File: config.mk
export PLATFORM = sky130hd
export DESIGN_NAME = cordic_rotate
export DESIGN_NICKNAME = d
export VERILOG_FILES = /design/src/rtl/cordic_rotate.sv
export SDC_FILE = /design/constraint.sdc
export NUM_CORES = 1
export LEC_CHECK = 0
export ABC_CLOCK_PERIOD_IN_PS = 7200
export CAP_MARGIN = 20
export CORE_MARGIN = 2
export CORE_UTILIZATION = 45
export DETAILED_ROUTE_END_ITERATION = 10
export SETUP_SLACK_MARGIN = 0.1
export SLEW_MARGIN = 20
export SYNTH_ARGS = -nofsm -noshare
export SYNTH_HDL_FRONTEND = slang
export SYNTH_SLANG_ARGS = --single-unit
File: constraint.sdc
create_clock -name iCLK -period 7.2 [get_ports iCLK]
set_clock_uncertainty 0.05 [all_clocks]
set_input_delay 1.44 -clock iCLK [delete_from_list [all_inputs] [get_ports iCLK]]
set_output_delay 1.44 -clock iCLK [all_outputs]
set_load 0.02 [all_outputs]
File: src/rtl/cordic_rotate.sv
// Iterative rotation-mode CORDIC: angle in radians (Q8.19) to unit-scaled cos/sin (Q12.19).
// One micro-rotation per clock; quadrant folding extends convergence to the full [-PI, +PI] range.
module cordic_rotate #(
  parameter int                 ITER   = 20,
  parameter int                 FRAC   = 19,
  parameter logic signed [30:0] K_INIT = 31'h4DBA7
) (
  input  logic               iCLK,
  input  logic               nRST,
  input  logic               START,
  input  logic signed [26:0] iangle,
  output logic               PREADY,
  output logic               OP_DONE,
  output logic signed [30:0] ocos,
  output logic signed [30:0] osin
);

  localparam int W_ANG = 8 + FRAC;
  localparam int W_XY  = 12 + FRAC;
  localparam int IW    = $clog2(ITER);

  localparam logic signed [W_ANG-1:0] PI          = 27'sh1921FB;
  localparam logic signed [W_ANG-1:0] NEG_PI      = -PI;
  localparam logic signed [W_ANG-1:0] HALF_PI     = 27'sh0C90FE;
  localparam logic signed [W_ANG-1:0] NEG_HALF_PI = -HALF_PI;
  localparam logic [IW-1:0]           LAST_ITER   = IW'(ITER - 1);

  typedef enum logic [1:0] {IDLE, BUSY, DONE} state_t;

  state_t                  r_state;
  state_t                  w_next;
  logic [IW-1:0]           r_i;
  logic signed [W_XY-1:0]  r_x;
  logic signed [W_XY-1:0]  r_y;
  logic signed [W_ANG-1:0] r_z;
  logic                    r_flip;

  logic signed [W_ANG-1:0] w_clamped;
  logic signed [W_ANG-1:0] w_z0;
  logic                    w_flip;
  logic signed [W_XY-1:0]  w_xShift;
  logic signed [W_XY-1:0]  w_yShift;
  logic signed [W_ANG-1:0] w_atan;
  logic signed [W_XY-1:0]  w_xNext;
  logic signed [W_XY-1:0]  w_yNext;
  logic signed [W_ANG-1:0] w_zNext;

  // atan(2^-i) rounded to Q8.19
  function automatic logic signed [W_ANG-1:0] atanLut(input logic [IW-1:0] idx);
    case (int'(idx))
      0:  atanLut = 27'sd411775;
      1:  atanLut = 27'sd243085;
      2:  atanLut = 27'sd128439;
      3:  atanLut = 27'sd65198;
      4:  atanLut = 27'sd32725;
      5:  atanLut = 27'sd16379;
      6:  atanLut = 27'sd8191;
      7:  atanLut = 27'sd4096;
      8:  atanLut = 27'sd2048;
      9:  atanLut = 27'sd1024;
      10: atanLut = 27'sd512;
      11: atanLut = 27'sd256;
      12: atanLut = 27'sd128;
      13: atanLut = 27'sd64;
      14: atanLut = 27'sd32;
      15: atanLut = 27'sd16;
      16: atanLut = 27'sd8;
      17: atanLut = 27'sd4;
      18: atanLut = 27'sd2;
      19: atanLut = 27'sd1;
      default: atanLut = '0;
    endcase
  endfunction

  always_comb begin
    w_next  = r_state;
    PREADY  = 1'b1;
    OP_DONE = 1'b0;
    case (r_state)
      IDLE: if (START) w_next = BUSY;
      BUSY: begin
        PREADY = 1'b0;
        if (r_i == LAST_ITER) w_next = DONE;
      end
      DONE: begin
        OP_DONE = 1'b1;
        w_next  = IDLE;
      end
      default: w_next = IDLE;
    endcase
  end

  // Outer quadrants are rotated by PI and the result negated, since CORDIC only converges to ~1.74 rad
  always_comb begin
    w_clamped = iangle;
    if (iangle > PI)          w_clamped = PI;
    else if (iangle < NEG_PI) w_clamped = NEG_PI;
    w_z0   = w_clamped;
    w_flip = 1'b0;
    if (w_clamped > HALF_PI) begin
      w_z0   = w_clamped - PI;
      w_flip = 1'b1;
    end else if (w_clamped < NEG_HALF_PI) begin
      w_z0   = w_clamped + PI;
      w_flip = 1'b1;
    end
  end

  always_comb begin
    w_xShift = r_x >>> r_i;
    w_yShift = r_y >>> r_i;
    w_atan   = atanLut(r_i);
    if (!r_z[W_ANG-1]) begin
      w_xNext = r_x - w_yShift;
      w_yNext = r_y + w_xShift;
      w_zNext = r_z - w_atan;
    end else begin
      w_xNext = r_x + w_yShift;
      w_yNext = r_y - w_xShift;
      w_zNext = r_z + w_atan;
    end
  end

  always_ff @(posedge iCLK) begin
    if (!nRST) begin
      r_state <= IDLE;
      r_i     <= '0;
      r_x     <= '0;
      r_y     <= '0;
      r_z     <= '0;
      r_flip  <= 1'b0;
      ocos    <= '0;
      osin    <= '0;
    end else begin
      r_state <= w_next;
      case (r_state)
        IDLE: if (START) begin
          r_x    <= K_INIT;
          r_y    <= '0;
          r_z    <= w_z0;
          r_flip <= w_flip;
          r_i    <= '0;
          ocos   <= '0;
          osin   <= '0;
        end
        BUSY: begin
          r_x <= w_xNext;
          r_y <= w_yNext;
          r_z <= w_zNext;
          r_i <= r_i + 1'b1;
          if (r_i == LAST_ITER) begin
            ocos <= r_flip ? -w_xNext : w_xNext;
            osin <= r_flip ? -w_yNext : w_yNext;
          end
        end
        default: ;
      endcase
    end
  end

endmodule
# Word level (Yosys, flattened, before mapping)
# Memories as Yosys holds them, arrays and structs flattened. A register that Yosys moved wholly into a read port is not among the register bits.
# Cells that the tools add are included.
# classes
magnitude_cmp,4
muxes,30
reduce_logical,6
addsub,11
shifts,2
eq_ne,5
# op_table
cell,n
$mux W31,8
$pmux W31 S2,4
$mux W27,6
$add A31 B31 Y31,2
$neg A31 Y31,2
$sshr A31 B5 Y31,2
$sub A31 B31 Y31,2
$pmux W27 S2,1
$add A27 B22 Y27 const B,1
$add A27 B27 Y27,1
$gt A27 B21 Y1 const B,1
$gt A27 B22 Y1 const B,1
$lt A27 B21 Y1 const B,1
$lt A27 B22 Y1 const B,1
$sub A27 B22 Y27 const B,1
$sub A27 B27 Y27,1
$mux W5,3
$pmux W5 S2,1
$reduce_and A2 Y1,3
$add A5 B1 Y5 const B,1
$eq A5 B5 Y1 const B,1
$mux W1,4
$mux W2,2
$ne A2 B2 Y1 const B,2
other kinds (6),6
# totals
input_bits,30
output_inout_bits,64
elab_cells,67
reg_bits,159
n_memories,1
mem_bits_ro,608
# memory_table
name,depth,width,rd,rd_clocked_by_memory_dff,write_ports,line,source
(no name shown),32,19,1,1,0,50,case (int'(idx))

# Logic depth before layout (Yosys ltp)
# Gate-level depths: netlist of the first run.
# logic_depth
ltp_word,8
mapped_depth,31
ltp_nobuf,26

# Worst setup path before layout of the first run
# No wires, ideal clock.
# synth_timing
path_kind,input-to-reg
start,in iangle[5]
end,reg r_z[24]
cell_stages,25
t_required_ns,7.017
path_buffers,5
setup_time_ns,0.133
setup_slack_ns,0.688
arrival_ns,6.330
path_cell_list,or4_1 nor3_1 nand2_1 a31o_2 a31oi_1 o21ai_0 nand4_1 ha_1 clkbuf_1 buf_1 buf_1 clkbuf_1 clkbuf_1 nor3_1 ha_1 or3_1 o21a_1 nor2_1 a21oi_1 o31ai_1 a211o_1 a41oi_1 o21a_1 xnor2_1 a21oi_1
# synth_via
elab_chain_len,8
word_cells_on_any_way,12
cone_classes,2 x add/sub; 4 x order compare; 6 x mux
# synth_rtl
element,line,source
"start, declared",11,"input logic signed [26:0] iangle,"
$lt A27 B22 Y1,97,else if (iangle < NEG_PI) w_clamped = NEG_PI;
$mux W27,97,
$mux W27 *,96,if (iangle > PI) w_clamped = PI;
$add A27 B22 Y27 / $lt A27 B21 Y1 (equally long branches),"104, 103",
$mux W27,103,end else if (w_clamped < NEG_HALF_PI) begin
$mux W27 *,100,if (w_clamped > HALF_PI) begin
$mux W27 *,137,IDLE: if (START) begin
$pmux W27 S2 *,136,case (r_state)
"end signal, assigned",140,r_z <= w_z0;
"end signal, assigned",149,r_z <= w_zNext;
"end, declared",35,logic signed [W_ANG-1:0] r_z;
# Mark *: on every way between the ends. The rest lies on a longest branch, timed or not. The select of a mux whose other input is x is not followed.
# A chain may end at the register's enable or synchronous reset.

# Final worst setup path of the first run
# layout_timing
start,reg r_i[1]
end,reg ocos[23]
# layout_via
elab_chain_len,7
word_cells_on_any_way,11
cone_classes,3 x add/sub; 2 x eq/ne; 1 x shift; 4 x mux; 1 x reduce/logical
# layout_rtl
element,line,source
"start, declared",32,logic [IW-1:0] r_i;
"start signal, assigned",150,r_i <= r_i + 1'b1;
$sshr A31 B5 Y31,111,w_yShift = r_y >>> r_i;
$sub A31 B31 Y31 / $add A31 B31 Y31 (equally long branches),"114, 118",
$mux W31,113,if (!r_z[W_ANG-1]) begin
$neg A31 Y31,152,ocos <= r_flip ? -w_xNext : w_xNext;
$mux W31,152,
$mux W31,151,if (r_i == LAST_ITER) begin
$pmux W31 S2,136,
"end signal, assigned",152,
"end, declared",14,"output logic signed [30:0] ocos,"
# Several ways; a longest one is shown, not always the timed one. The select of a mux whose other input is x is not followed.

==> out/metrics.cfg, run 1 <==
[synthesis]
ys_top_cells_by_area=dfxtp_1, mux4_2, a21oi_1, ha_1, nand2_1
yosys_most_used_dff=dfxtp_1
avgSynthCellArea_um2=7.56
ys_ff_latch=178
ys_warn_count=0
synth-edff-count=0
yosys.area.top_type=dfxtp_1
synthArstFlopShare_pct=0
synthCells=2810
syn_nets=2950
synth_top_area_share_pct=16.8
yosysUniqueCellTypes=102
yosysSeqAreaShare_pct=16.8
synthesis.area_mm2=0.0212

[cells_and_area]
areaGrowthSynthToFinish_pct=12.4
drive_gt1_share_pct=12.2
n_antenna_cell=0
final_cell_mix=a21oi_1, nand2_1, nor2_1
fin_area_mm2=0.0239
final_common_cell=a21oi_1
layout.cells.non_filler=3485
fin_nets=3005

[power_and_ir_drop]
pwr-share-comb_pct=76.1
power_density_mw_per_mm2=430
seq_power_share_pct=14.1
ir_drop_mv=0.303
p_leak_nw=9.20
p_sw_mw=5.47
p_int_mw=4.79
power_frac_clock_pct=9.8
p_sw_share_pct=53.3

[sta]
slew_headroom_pct=28.4
rsz0062_at_grt=false
max_freq_mhz=148
fin_crit_sh_pct=93.9
fin_crit_ps=6760
tightest_slew_ps=1070
setup_viol=0
drv_slew=0
finalHoldViolations=0

[clock_network]
clk_latency_ps=500
htreeDepth=4
clk_transition_reported_paths_ps=90
cts_root_buf=clkbuf_16
cts_tree=done
clkSinkCount=178
clk_path_buf_depth=2
numCtsBuffers=17

[global_route]
grt_pass1_vias=21200
grt_pass1_wl_um=125000
grt_max_degree=89
overflow=0
grtUsageTotal_pct=32.0
antenna_found_initial=0

[die]
coreArea_mm2=0.0466
dieWidth_um=221
chipHeight_um=221
start_util_pct=45.6
dieArea_mm2=0.0490
ios=94
rows=79

[worst_setup_path]
path_cells=buf_12 -> mux2_2 -> a2111o_1 -> a22oi_1 -> a22o_1 -> nand4_2 -> nor3_1 -> buf_4 -> a31oi_1 -> xnor2_1 -> ha_1 -> and2_1 -> a221o_1 -> a41oi_1 -> a211oi_2 -> a21oi_1 -> xnor2_1 -> or4b_2 -> o41ai_2 -> xor2_1 -> nand2_1 -> a21oi_1
worst_ep_arrival_time_ps=7140
crit_family=compound AO/OA/AOI/OAI gates
required_ps=7580
max_stage_delay_ps=700
critPathLaunchType=flip-flop
crit_fanout=25
critical_path_class=flip-flop to flip-flop
worst-path-buf-inv=2
end_kind=flip-flop
worst_path_max_delay_cell=or4b_2

[placement]
dp.cells=3436
dp_hpwl_um=61300
placed_area_mm2=0.0230
io_buffers=93
gp_congestion=1.02

[routing]
vias=22800
drc=0
via_per_inst=6.53
wirelength_um=81400
avgRoutedWirePerCell_um=23.3
drt_first_pass_iters=5
drt_iter0_markers=2139
ant_nets=0

[worst_hold_path]
min_path_type=flip-flop to flip-flop

[status]
status=finished clean

[flow_run]
cap_violations=0

[worst reg2reg max path, stage by stage, from the launching register on]
cell and delay [ps]:
dfxtp_4 530, buf_12 230, mux2_2 380, a2111o_1 440, a22oi_1 380, a22o_1 270
nand4_2 150, nor3_1 360, buf_4 200, a31oi_1 100, xnor2_1 320, ha_1 350
and2_1 210, a221o_1 350, a41oi_1 320, a211oi_2 140, a21oi_1 290, xnor2_1 170
or4b_2 700, o41ai_2 390, xor2_1 170, nand2_1 70, a21oi_1 160
[cell usage after synthesis, types with 28 or more instances]
master / instances
a211oi_1: 39
a21o_1: 52
a21oi_1: 296
a31oi_1: 52
and2_1: 31
clkbuf_1: 130
dfxtp_1: 178
ha_1: 107
inv_1: 59
mux2_2: 36
mux2i_1: 56
mux4_2: 67
nand2_1: 272
nand2b_1: 28
nand3_1: 148
nor2_1: 240
nor3_1: 70
o21ai_0: 165
xnor2_1: 113
xor2_1: 90
[final timing paths]
| check | end | from | cells after the start | slack [ps] |
|---|---|---|---|---|
| min | ocos[28] | ocos[28] | 2 | 410 |
| min reg2reg | ocos[28] | ocos[28] | 2 | 410 |
| max reg2reg | ocos[23] | r_i[1] | 22 | 440 |
| max | ocos[23] | r_i[1] | 22 | 440 |
[per-stage QoR]
stage	setup slack (ps)	setup TNS (ps)	util, %	total power, mW	hold WS (ps)
6_report	442	0	51.3	10.3	413
5_1_grt	82.3	0	51.3	11.0	438
4_1_cts	191	0	50.7	10.1	414
3_5_place_dp	-325	-1720	49.4	9.01	399
3_3_place_gp	-398	-2500	49.4	8.94	386
2_1_floorplan	688	0	-	6.62	396
[flip-flops by register name, indices dropped and copies added (netlist names)]
name and count:
r_flip 1, r_x 31, r_z 27, w_atan 19, ocos 31, osin 31
r_y 31, r_state 2, r_i 5
[power groups by stage]
stage | clock network, mW | registers [mW] | logic [mW]
2_1_floorplan | 0 | 1.28 | 5.34
3_3_place_gp | 0 | 1.45 | 7.48
3_5_place_dp | 0 | 1.46 | 7.55
4_1_cts | 1.02 | 1.43 | 7.62
5_1_grt | 1.06 | 1.45 | 8.46
6_report | 1.00 | 1.45 | 7.81
[kinds of logic (layout without fill, tap and decap cells)]
logic type | count (synthesis) | in the layout | share of synthesized area, %
xor+xnor | 204 | 204 | 8.49
fa+ha+maj | 110 | 110 | 6.59
flops | 178 | 178 | 16.8
compound gates | 896 | 896 | 27.2
simple gates | 991 | 991 | 22.7
buf+inv | 263 | 331 | 5.53
mux | 168 | 168 | 12.7
[layer usage]
layer	up-vias	share of wire (%)	GRT usage, %
li1	10600	-	-
met1	11000	44	43.6
met2	977	46	51.2
met3	115	8.1	5.63
met4	0	2.6	9.94
met5	-	0	0
[layout make-up]
class                      instances  area [µm²]
sequential                       178        3580
timing repair buffer             234        2090
tap                              607         759
clock buffer                      17         425
fill                            4634       22700
inverter                          65         248
multi-input combinational       2369       16600
clock inverter                    15         194
[repair_timing]
action,CTS,global route
setup endpoints to repair,0,46
hold buffers,0,0
buffers inserted,0,17
resized for setup,0,10
(Power assumes the default switching activity.)
==> run 2: changes to the inputs <==
- CORE_UTILIZATION: 45 -> 63
- PLACE_DENSITY: not set -> 0.82
==> run 2 against run 1 <==
  * Final cell count shrank 5.0%
  * Critical endpoint is now ocos[30]
  * Count of clock-buffer cells in the layout grew 2
  * Largest cell class unchanged
  * Highest routed layer unchanged
  * Global-route usage grew 11 points
  * Die area shrank 28%
  * First-iteration DRC count grew 46%
  * Clock power shrank 4%
  * Register-to-register slack lost 160 ps
  * Setup slack lost 160 ps
==> out/metrics.cfg, run 2 (synthesized netlist as in run 1, its figures left out) <==
[cells_and_area]
n_fill_cell=2830
final_common_cell=a21oi_1
drive_gt1_share_pct=11.6
layout.cells.non_filler=3311
fin_nets=2990
areaGrowthSynthToFinish_pct=10.6
n_antenna_cell=0
final_cell_mix=a21oi_1, nand2_1, nor2_1

[die]
chipHeight_um=188
rows=67
coreArea_mm2=0.0334
dieWidth_um=188
dieArea_mm2=0.0352
ios=94
start_util_pct=63.7

[sta]
drv_slew=0
tightest_slew_ps=1120
slew_headroom_pct=24.4
tns_ps=0
setup_viol=0
fin_crit_ps=6910
rsz0062_at_grt=false
finalHoldViolations=0
fin_crit_sh_pct=96.0
max_freq_mhz=145

[clock_network]
clk_latency_ps=480
cts_root_buf=clkbuf_16
numCtsBuffers=17
clk_transition_reported_paths_ps=90
clkSinkCount=178
clk_path_buf_depth=2
htreeDepth=4
cts_tree=done

[worst_hold_path]
min_path_type=flip-flop to flip-flop

[worst_setup_path]
end_kind=flip-flop
crit_fanout=22
worst_ep_arrival_time_ps=7230
critical_path_class=flip-flop to flip-flop
critPathLaunchType=flip-flop
required_ps=7510

[power_and_ir_drop]
report.power.total_mw=10.2
p_int_mw=4.81
p_sw_mw=5.39
power_frac_clock_pct=9.4
ir_drop_mv=0.394
p_sw_share_pct=52.9
power_density_mw_per_mm2=434
pwr-share-comb_pct=76.1
seq_power_share_pct=14.5
p_leak_nw=9.09

[routing]
vias=23700
wirelength_um=78800
via_per_inst=7.15
drt_first_pass_iters=7
ant_nets=0
drt_iter0_markers=3127
drc=0
avgRoutedWirePerCell_um=23.8

[global_route]
met1_usage_pct=56.4
use_met2_pct=67.7
overflow=0
grt_pass1_wl_um=121000
grt_max_degree=97
antenna_found_initial=0
grtUsageTotal_pct=43.2
grt_pass1_vias=22100
top_usage_layer=met2
grt_util_met3_pct=9.51

[placement]
gp_congestion=1.06
io_buffers=93
dp.cells=3274
dp_hpwl_um=57800

[status]
status=finished clean

[flow_run]
cap_violations=0

==> run 2: metal layers <==
layer	part of all wire [%]	vias up
met3	11	304
met4	5.4	0
met2	44	1464
met5	0	-
met1	40	11300
li1	-	10600
==> run 2: critical path, cell delays in order, from the launching register on <==
cell and delay (ps):
dfxtp_2 450, inv_1 140, buf_4 360, nand2_1 530, o211ai_1 890, nand4b_1 250, nor4_1 300, buf_4 180
nor2_1 50, xnor2_1 270, ha_1 320, a211o_1 300, a21oi_1 200, o211ai_1 160, o211a_1 290, a21oi_1 190
xor2_1 270, buf_4 190, nor4b_2 370, nand3_1 270, o41ai_1 440, xnor2_1 110, a22o_1 190
==> run 2: final cells by class <==
cell class / count / area [µm²] / share of cell area [%]
flip-flops and latches: 178 / 3580 / 15.2
multi-input cells: 2369 / 16500 / 70.4
inverters: 65 / 245 / 1.04
clock buffers: 19 / 443 / 1.89
well taps: 448 / 561 / 2.39
repair buffers: 219 / 2000 / 8.53
clock inverters: 13 / 115 / 0.490
==> run 2: final timing paths <==
kind | from | to | slack (ps) | cells after the start
setup reg to reg | r_i[3] | ocos[30] | 290 | 22
hold reg to reg | ocos[25] | ocos[25] | 410 | 2
hold / removal | ocos[25] | ocos[25] | 410 | 2
setup / recovery | r_i[3] | ocos[30] | 290 | 22
==> run 2: through the flow <==
stage	setup slack (ps)	utilization (%)	instance area [µm²]	hold WS, ps
final	286	70.4	23500	413
after global routing	109	70.4	23500	433
after CTS	195	70.0	23400	413
after detailed placement	176	68.4	22800	396
after global placement	200	68.4	22800	386
after floorplan	688	-	21200	396
==> run 2: timing repair <==
| action | CTS | global route |
|---|---|---|
| hold buffers | 0 | 0 |
| resized for setup | 0 | 6 |
| setup buffers | 0 | 5 |
| setup endpoints to repair | 0 | 25 |
==> run 2: power by group through the flow <==
stage               registers, mW  clock network (mW)  logic (mW)
CTS                          1.45               0.949        7.50
finish                       1.48               0.958        7.77
global route                 1.47               0.985        8.39
detailed placement           1.47                   0        7.41
global placement             1.47                   0        7.26
floorplan                    1.28                   0        5.34
